### src/rtl/fetch_queue_unit.sv
// Instruction fetch front end: icache lookup or byte-serial memory fetch, next-PC
// predecode with a bimodal BHT, and a circular queue drained by dispatch.
module fetch_queue_unit #(
    parameter int          QUEUE_LOG2     = 4,
    parameter int          BHT_LOG2       = 6,
    parameter int          PREDICT_BRANCH = 1,
    parameter logic [31:0] RESET_PC       = 32'h0
) (
    input  logic                  clk_in,
    input  logic                  rst_in,
    input  logic                  rdy_in,
    input  logic                  flush_in,
    input  logic [31:0]           flush_pc_in,
    input  logic                  bht_upd_valid_in,
    input  logic [31:0]           bht_upd_pc_in,
    input  logic                  bht_upd_taken_in,
    output logic                  mem_req_out,
    output logic [31:0]           mem_addr_out,
    input  logic                  mem_grant_in,
    input  logic [7:0]            mem_din,
    output logic [31:0]           ic_lookup_pc_out,
    input  logic                  ic_hit_in,
    input  logic [31:0]           ic_instr_in,
    output logic                  ic_fill_valid_out,
    output logic [31:0]           ic_fill_pc_out,
    output logic [31:0]           ic_fill_instr_out,
    input  logic                  deq_ready_in,
    output logic                  deq_valid_out,
    output logic [31:0]           deq_instr_out,
    output logic [31:0]           deq_pc_out,
    output logic [31:0]           deq_pred_pc_out,
    output logic                  deq_pred_taken_out,
    output logic [QUEUE_LOG2:0]   count_out
);

    localparam int DEPTH   = 1 << QUEUE_LOG2;
    localparam int ENTRIES = 1 << BHT_LOG2;

    typedef enum logic {LOOKUP, FETCH} state_t;

    state_t                state;
    logic [31:0]           pc;
    logic [2:0]            req_idx;
    logic [1:0]            rcv_idx;
    logic                  grant_q;
    logic [23:0]           byte_buf;
    logic [QUEUE_LOG2-1:0] head;
    logic [QUEUE_LOG2-1:0] tail;
    logic [QUEUE_LOG2:0]   count;
    logic                  fill_valid_q;
    logic [31:0]           fill_pc_q;
    logic [31:0]           fill_instr_q;
    logic [1:0]            bht [ENTRIES];

    logic [31:0]           q_instr   [DEPTH];
    logic [31:0]           q_pc      [DEPTH];
    logic [31:0]           q_pred_pc [DEPTH];
    logic                  q_taken   [DEPTH];

    logic                  full;
    logic                  lookup_hit;
    logic                  lane3_done;
    logic                  push_en;
    logic                  pop_en;
    logic [31:0]           cand_word;
    logic [31:0]           j_imm;
    logic [31:0]           b_imm;
    logic [1:0]            bht_rd;
    logic [31:0]           pred_pc;
    logic                  pred_taken;
    logic [BHT_LOG2-1:0]   upd_idx;
    logic                  unused_upd_pc;

    assign full       = count[QUEUE_LOG2];
    assign lookup_hit = (state == LOOKUP) && ic_hit_in && !full;
    assign lane3_done = (state == FETCH) && grant_q && (rcv_idx == 2'd3);
    assign push_en    = rdy_in && !flush_in && (lookup_hit || lane3_done);
    assign pop_en     = rdy_in && !flush_in && deq_valid_out && deq_ready_in;

    // The candidate word is whatever would be pushed this cycle: the icache
    // hit data in LOOKUP, or the three buffered bytes plus the live byte.
    assign cand_word = (state == LOOKUP) ? ic_instr_in : {mem_din, byte_buf};
    assign j_imm     = {{11{cand_word[31]}}, cand_word[31], cand_word[19:12],
                        cand_word[20], cand_word[30:21], 1'b0};
    assign b_imm     = {{19{cand_word[31]}}, cand_word[31], cand_word[7],
                        cand_word[30:25], cand_word[11:8], 1'b0};
    assign bht_rd    = bht[pc[BHT_LOG2+1:2]];
    assign upd_idx   = bht_upd_pc_in[BHT_LOG2+1:2];
    assign unused_upd_pc = ^{bht_upd_pc_in[31:BHT_LOG2+2], bht_upd_pc_in[1:0]};

    always_comb begin
        pred_pc    = pc + 32'd4;
        pred_taken = 1'b0;
        if (cand_word[6:0] == 7'b1101111) begin
            pred_pc    = pc + j_imm;
            pred_taken = 1'b1;
        end else if (cand_word[6:0] == 7'b1100011 && PREDICT_BRANCH != 0 && bht_rd[1]) begin
            pred_pc    = pc + b_imm;
            pred_taken = 1'b1;
        end
    end

    assign ic_lookup_pc_out   = pc;
    assign mem_req_out        = rdy_in && (state == FETCH) && !req_idx[2];
    assign mem_addr_out       = (state == FETCH) ? pc + {29'd0, req_idx} : 32'd0;
    // A fill pulse caught by a freeze is held and emitted once rdy returns.
    assign ic_fill_valid_out  = fill_valid_q && rdy_in;
    assign ic_fill_pc_out     = fill_pc_q;
    assign ic_fill_instr_out  = fill_instr_q;
    assign deq_valid_out      = (count != '0);
    assign deq_instr_out      = deq_valid_out ? q_instr[head]   : 32'd0;
    assign deq_pc_out         = deq_valid_out ? q_pc[head]      : 32'd0;
    assign deq_pred_pc_out    = deq_valid_out ? q_pred_pc[head] : 32'd0;
    assign deq_pred_taken_out = deq_valid_out && q_taken[head];
    assign count_out          = count;

    always_ff @(posedge clk_in) begin
        if (push_en) begin
            q_instr[tail]   <= cand_word;
            q_pc[tail]      <= pc;
            q_pred_pc[tail] <= pred_pc;
            q_taken[tail]   <= pred_taken;
        end
    end

    always_ff @(posedge clk_in or posedge rst_in) begin
        if (rst_in) begin
            state        <= LOOKUP;
            pc           <= RESET_PC;
            req_idx      <= 3'd0;
            rcv_idx      <= 2'd0;
            grant_q      <= 1'b0;
            byte_buf     <= 24'd0;
            head         <= '0;
            tail         <= '0;
            count        <= '0;
            fill_valid_q <= 1'b0;
            fill_pc_q    <= 32'd0;
            fill_instr_q <= 32'd0;
            for (int i = 0; i < ENTRIES; i++) bht[i] <= 2'b01;
        end else if (rdy_in) begin
            fill_valid_q <= 1'b0;
            // Commit-side training proceeds regardless of flush.
            if (bht_upd_valid_in) begin
                if (bht_upd_taken_in && bht[upd_idx] != 2'b11)
                    bht[upd_idx] <= bht[upd_idx] + 2'd1;
                else if (!bht_upd_taken_in && bht[upd_idx] != 2'b00)
                    bht[upd_idx] <= bht[upd_idx] - 2'd1;
            end
            if (flush_in) begin
                state   <= LOOKUP;
                pc      <= flush_pc_in;
                req_idx <= 3'd0;
                rcv_idx <= 2'd0;
                grant_q <= 1'b0;
                head    <= '0;
                tail    <= '0;
                count   <= '0;
            end else begin
                if (push_en) tail <= tail + QUEUE_LOG2'(1);
                if (pop_en)  head <= head + QUEUE_LOG2'(1);
                case ({push_en, pop_en})
                    2'b10:   count <= count + (QUEUE_LOG2+1)'(1);
                    2'b01:   count <= count - (QUEUE_LOG2+1)'(1);
                    default: count <= count;
                endcase
                case (state)
                    LOOKUP: begin
                        if (!full) begin
                            if (ic_hit_in) begin
                                pc <= pred_pc;
                            end else begin
                                state   <= FETCH;
                                req_idx <= 3'd0;
                                rcv_idx <= 2'd0;
                                grant_q <= 1'b0;
                            end
                        end
                    end
                    FETCH: begin
                        if (mem_grant_in && !req_idx[2]) req_idx <= req_idx + 3'd1;
                        grant_q <= mem_grant_in && mem_req_out;
                        if (grant_q) begin
                            rcv_idx <= rcv_idx + 2'd1;
                            case (rcv_idx)
                                2'd0:    byte_buf[7:0]   <= mem_din;
                                2'd1:    byte_buf[15:8]  <= mem_din;
                                2'd2:    byte_buf[23:16] <= mem_din;
                                default: begin
                                    fill_valid_q <= 1'b1;
                                    fill_pc_q    <= pc;
                                    fill_instr_q <= cand_word;
                                    pc           <= pred_pc;
                                    state        <= LOOKUP;
                                end
                            endcase
                        end
                    end
                    default: state <= LOOKUP;
                endcase
            end
        end
    end

endmodule
### config.mk
export PLATFORM = sky130hd
export DESIGN_NAME = fetch_queue_unit
export DESIGN_NICKNAME = d
export VERILOG_FILES = /design/src/rtl/fetch_queue_unit.sv
export SDC_FILE = /design/constraint.sdc
export NUM_CORES = 2
export LEC_CHECK = 0
export ABC_AREA = 1
export BUFFER_PORTS_ARGS = -buffer_cell sky130_fd_sc_hd__buf_2
export CAP_MARGIN = 15
export CORE_UTILIZATION = 40
export DETAILED_ROUTE_END_ITERATION = 6
export MAX_ROUTING_LAYER = met4
export PLACE_DENSITY = 0.62
export SKIP_LAST_GASP = 1
export SYNTH_ARGS = -nofsm -noshare
export SYNTH_HDL_FRONTEND = slang
export SYNTH_SLANG_ARGS = --single-unit
export TNS_END_PERCENT = 20
### constraint.sdc
create_clock -name clk_in -period 11 [get_ports clk_in]
set_input_delay 1.1 -clock clk_in [delete_from_list [all_inputs] [get_ports clk_in]]
set_output_delay 1.1 -clock clk_in [all_outputs]
set_load 0.1 [all_outputs]
==> flow_metrics.env <==
export IMPL_ys_warn_count=0
export IMPL_setup_slack_ps=4600
export IMPL_required_ps=9900
export IMPL_power_leakage_uw=0.0314
export IMPL_synthDistinctLibCells=61
export IMPL_startpoint="head[0]$_DFFE_PP0P_"
export IMPL_grt_first_pass_wirelength_um=364000
export IMPL_synthMuxAreaShare=0
export IMPL_final_common_cell="edfxtp_1"
export IMPL_synth_compound_area_frac=0.141
export IMPL_rrSetupSlack_ps=5530
export IMPL_tns_ps=0
export IMPL_synth_adder_area_share=0.0111
export IMPL_synth_ff_type="edfxtp_1"
export IMPL_worstMarginPinSlew_ps=1250
export IMPL_max_cap_violations=0
export IMPL_min_path_type="in2async"
export IMPL_cts_sinks=1805
export IMPL_cts_hold_buf=0
export IMPL_grt_max_degree=232
export IMPL_critPathLaunchType="flop"
export IMPL_cts_tree="built"
export IMPL_syn_avg_cell_area_um2=11.2
export IMPL_routed_via_count=56898
export IMPL_fin_nets=7372
export IMPL_path_clk_slew_ps=60
export IMPL_crit_chain="inv_8 > buf_12 > buf_4 > nor2_1 > o221ai_1 > nand3_1 > a21oi_1 > buf_2"
export IMPL_drt_iter0_markers=6021
export IMPL_synth_top_family_by_area="compound AO/OA/AOI/OAI gates"
export IMPL_cts_buffer_depth=3
export IMPL_path_max_fanout=213
export IMPL_post_cts_setup_buffers=0
export IMPL_coreArea_mm2=0.195
export IMPL_synth_seq_cells=1805
export IMPL_ant_nets=0
export IMPL_start_util=0.403
export IMPL_synthCells=7016
export IMPL_clockRootBuffer="clkbuf_16"
export IMPL_post_dp_hpwl_um=144000
export IMPL_cpPeakStageDelay_ps=720
export IMPL_rr_startpoint="state$_DFFE_PP0P_"
export IMPL_rows=162
export IMPL_clock_latency_ps=850
export IMPL_drc=0
export IMPL_syn_area_mm2=0.0785
export IMPL_period_needed_ps=6400
export IMPL_grt_ovfl_total=0
export IMPL_max_clock_freq_ghz=0.156
export IMPL_cts_buffers=183
export IMPL_portBuffers=319
export IMPL_power_density_mw_per_mm2=257
export IMPL_fillCellCount=17912
export IMPL_rr_endpoint="q_pred_pc[15][31]$_DFFE_PP_"
export IMPL_drt_pre_antenna_iters=5
export IMPL_seq_area_frac_synth=0.674
export IMPL_grtUsageTotal=0.256
export IMPL_relSlewSlack=0.167
export IMPL_synth_xor_area_frac=0.00647
export IMPL_status="complete, no violations"
export IMPL_critPathKind="reg2out"
export IMPL_final_cell_mix="edfxtp_1 (1536), nor2_1 (1056), o21ai_0 (970), nand2_1 (952), inv_1 (386)"
export IMPL_grt_pass1_vias=54104
export IMPL_hold_slack_ps=443
export IMPL_gp_congestion=0.939
export IMPL_antenna_found_initial=23
export IMPL_viasPerCell=5.71
export IMPL_setup_violations=0
export IMPL_htree_levels=4
export IMPL_ctsResizeCount=0
export IMPL_final_hold_viol_count=0
export IMPL_dieArea_mm2=0.198
export IMPL_path_depth=8
export IMPL_slew_violations=0
export IMPL_wl_per_cell_um=25.3
export IMPL_routed_wl_um=252000
export IMPL_synth_edf_count=1536
export IMPL_cp_slowest_cell="buf_4"
export IMPL_critPathCaptureType="output pin"
export IMPL_rsz0062_at_grt="false"
export IMPL_critical_path_endpoint="deq_pred_pc_out[21]"
export IMPL_synth_async_reset_ratio=0.149
export IMPL_synthToLayoutAreaGrowth_pct=12.3
export IMPL_critPathTopFamily="buffers and inverters"
export IMPL_reg2reg_depth=17
export IMPL_drive_gt1_frac=0.116
export IMPL_pre_cts_ws_ps=5260
export IMPL_skew_ps=32.2
export IMPL_peakVddDrop_mv=0.284
export IMPL_ios=346
export IMPL_syn_num_nets=7196
export IMPL_path_buf_inv=4
export IMPL_worstPathArrival_ps=5300
export IMPL_die_h_um=445
export IMPL_synthSimpleGateAreaFrac=0.123
export IMPL_die_w_um=445
export IMPL_period_share=0.582
==> registers in the layout, summed over array words and instances (netlist names), named ones only <==
name,count
ic_lookup_pc_out,32
rcv_idx,2
grant_q,1
byte_buf,24
tail,4
req_idx,3
q_pc,512
count_out,5
q_instr,512
q_taken,16
bht,64
fill_valid_q,1
q_pred_pc,496
head,4
ic_fill_instr_out,32
ic_fill_pc_out,32
state,1
==> area by class of cell <==
cell class / count / area [um2] / share of cell area
sequential: 1805 / 53000 / 0.600
multi-input combinational: 4369 / 22300 / 0.253
clock buffer: 237 / 4930 / 0.0559
tap: 2624 / 3280 / 0.0372
timing repair buffer: 427 / 2520 / 0.0286
inverter: 406 / 1570 / 0.0178
clock inverter: 87 / 641 / 0.00726
antenna: 9 / 22.5 / 0.000255
==> per-layer routing <==
metal | global-route usage | wire length (um)
met5 | - | 0
met4 | 0.0788 | 7230
met3 | 0.0357 | 19600
met2 | 0.400 | 119000
met1 | 0.345 | 106000
==> cell usage after synthesis, types with 6 or more instances <==
cell      instances  area (um2)
nor4_1            7        43.8
clkbuf_1        315        1180
buf_4            14         105
or2_2             7        43.8
buf_2            72         360
dfstp_2          64        1680
dfrtp_1         205        5130
nor3_1           38         190
xor2_1           53         464
a21oi_1         191         956
nand3_1         280        1400
inv_2            12        45.0
buf_12            6         120
buf_1            18        67.6
nand3_2           8        80.1
o21bai_1          7        52.6
ha_1             63         788
o21ai_0         978        4890
o21ai_1           8        40.0
nand4_1          20         125
nand2_1         954        3580
buf_6            10         113
o221ai_1        273        2390
o22ai_1         149         932
inv_1           388        1460
o211ai_1        126         946
a31oi_1          21         131
nor2_1         1072        4020
edfxtp_1       1536       46100
o21ai_2          49         429
==> logic make-up after synthesis <==
logic type      after synthesis
flops                      1805
buf+inv                     842
compound gates             1834
fa+ha+maj                    67
simple gates               2410
xor+xnor                     58
==> where the power goes <==
part	switching, uW	internal, uW	leakage, uW	total, uW
clock	2640	3250	0.00271	5890
sequential	229	7950	0.0173	8180
combinational	7050	1550	0.0114	8600
==> how the worst min path moves through the flow <==
stage               cells past startpoint                              start                                 to  slack (ps)
floorplan                               2           byte_buf[22]$_DFFE_PP0P_           byte_buf[22]$_DFFE_PP0P_         450
global placement                        2  ic_fill_instr_out[27]$_DFFE_PP0P_  ic_fill_instr_out[27]$_DFFE_PP0P_         460
detailed placement                      2      ic_fill_pc_out[0]$_DFFE_PP0P_      ic_fill_pc_out[0]$_DFFE_PP0P_         460
CTS                                     2                               flop                               flop         480
global route                            2                               flop                               flop         490
finish                                  2                             rst_in  ic_fill_instr_out[25]$_DFFE_PP0P_         440
==> metrics by stage <==
stage               total power, uW  instances   util  instance area [um2]
floorplan                     14400       7016      -                78500
global route                  23500       9961  0.452                88200
finish                        22700       9964  0.452                88200
detailed placement            16900       9631  0.424                82600
global placement              16800       9631  0.424                82600
CTS                           22700       9955  0.452                88200
(Power assumes the default switching activity.)
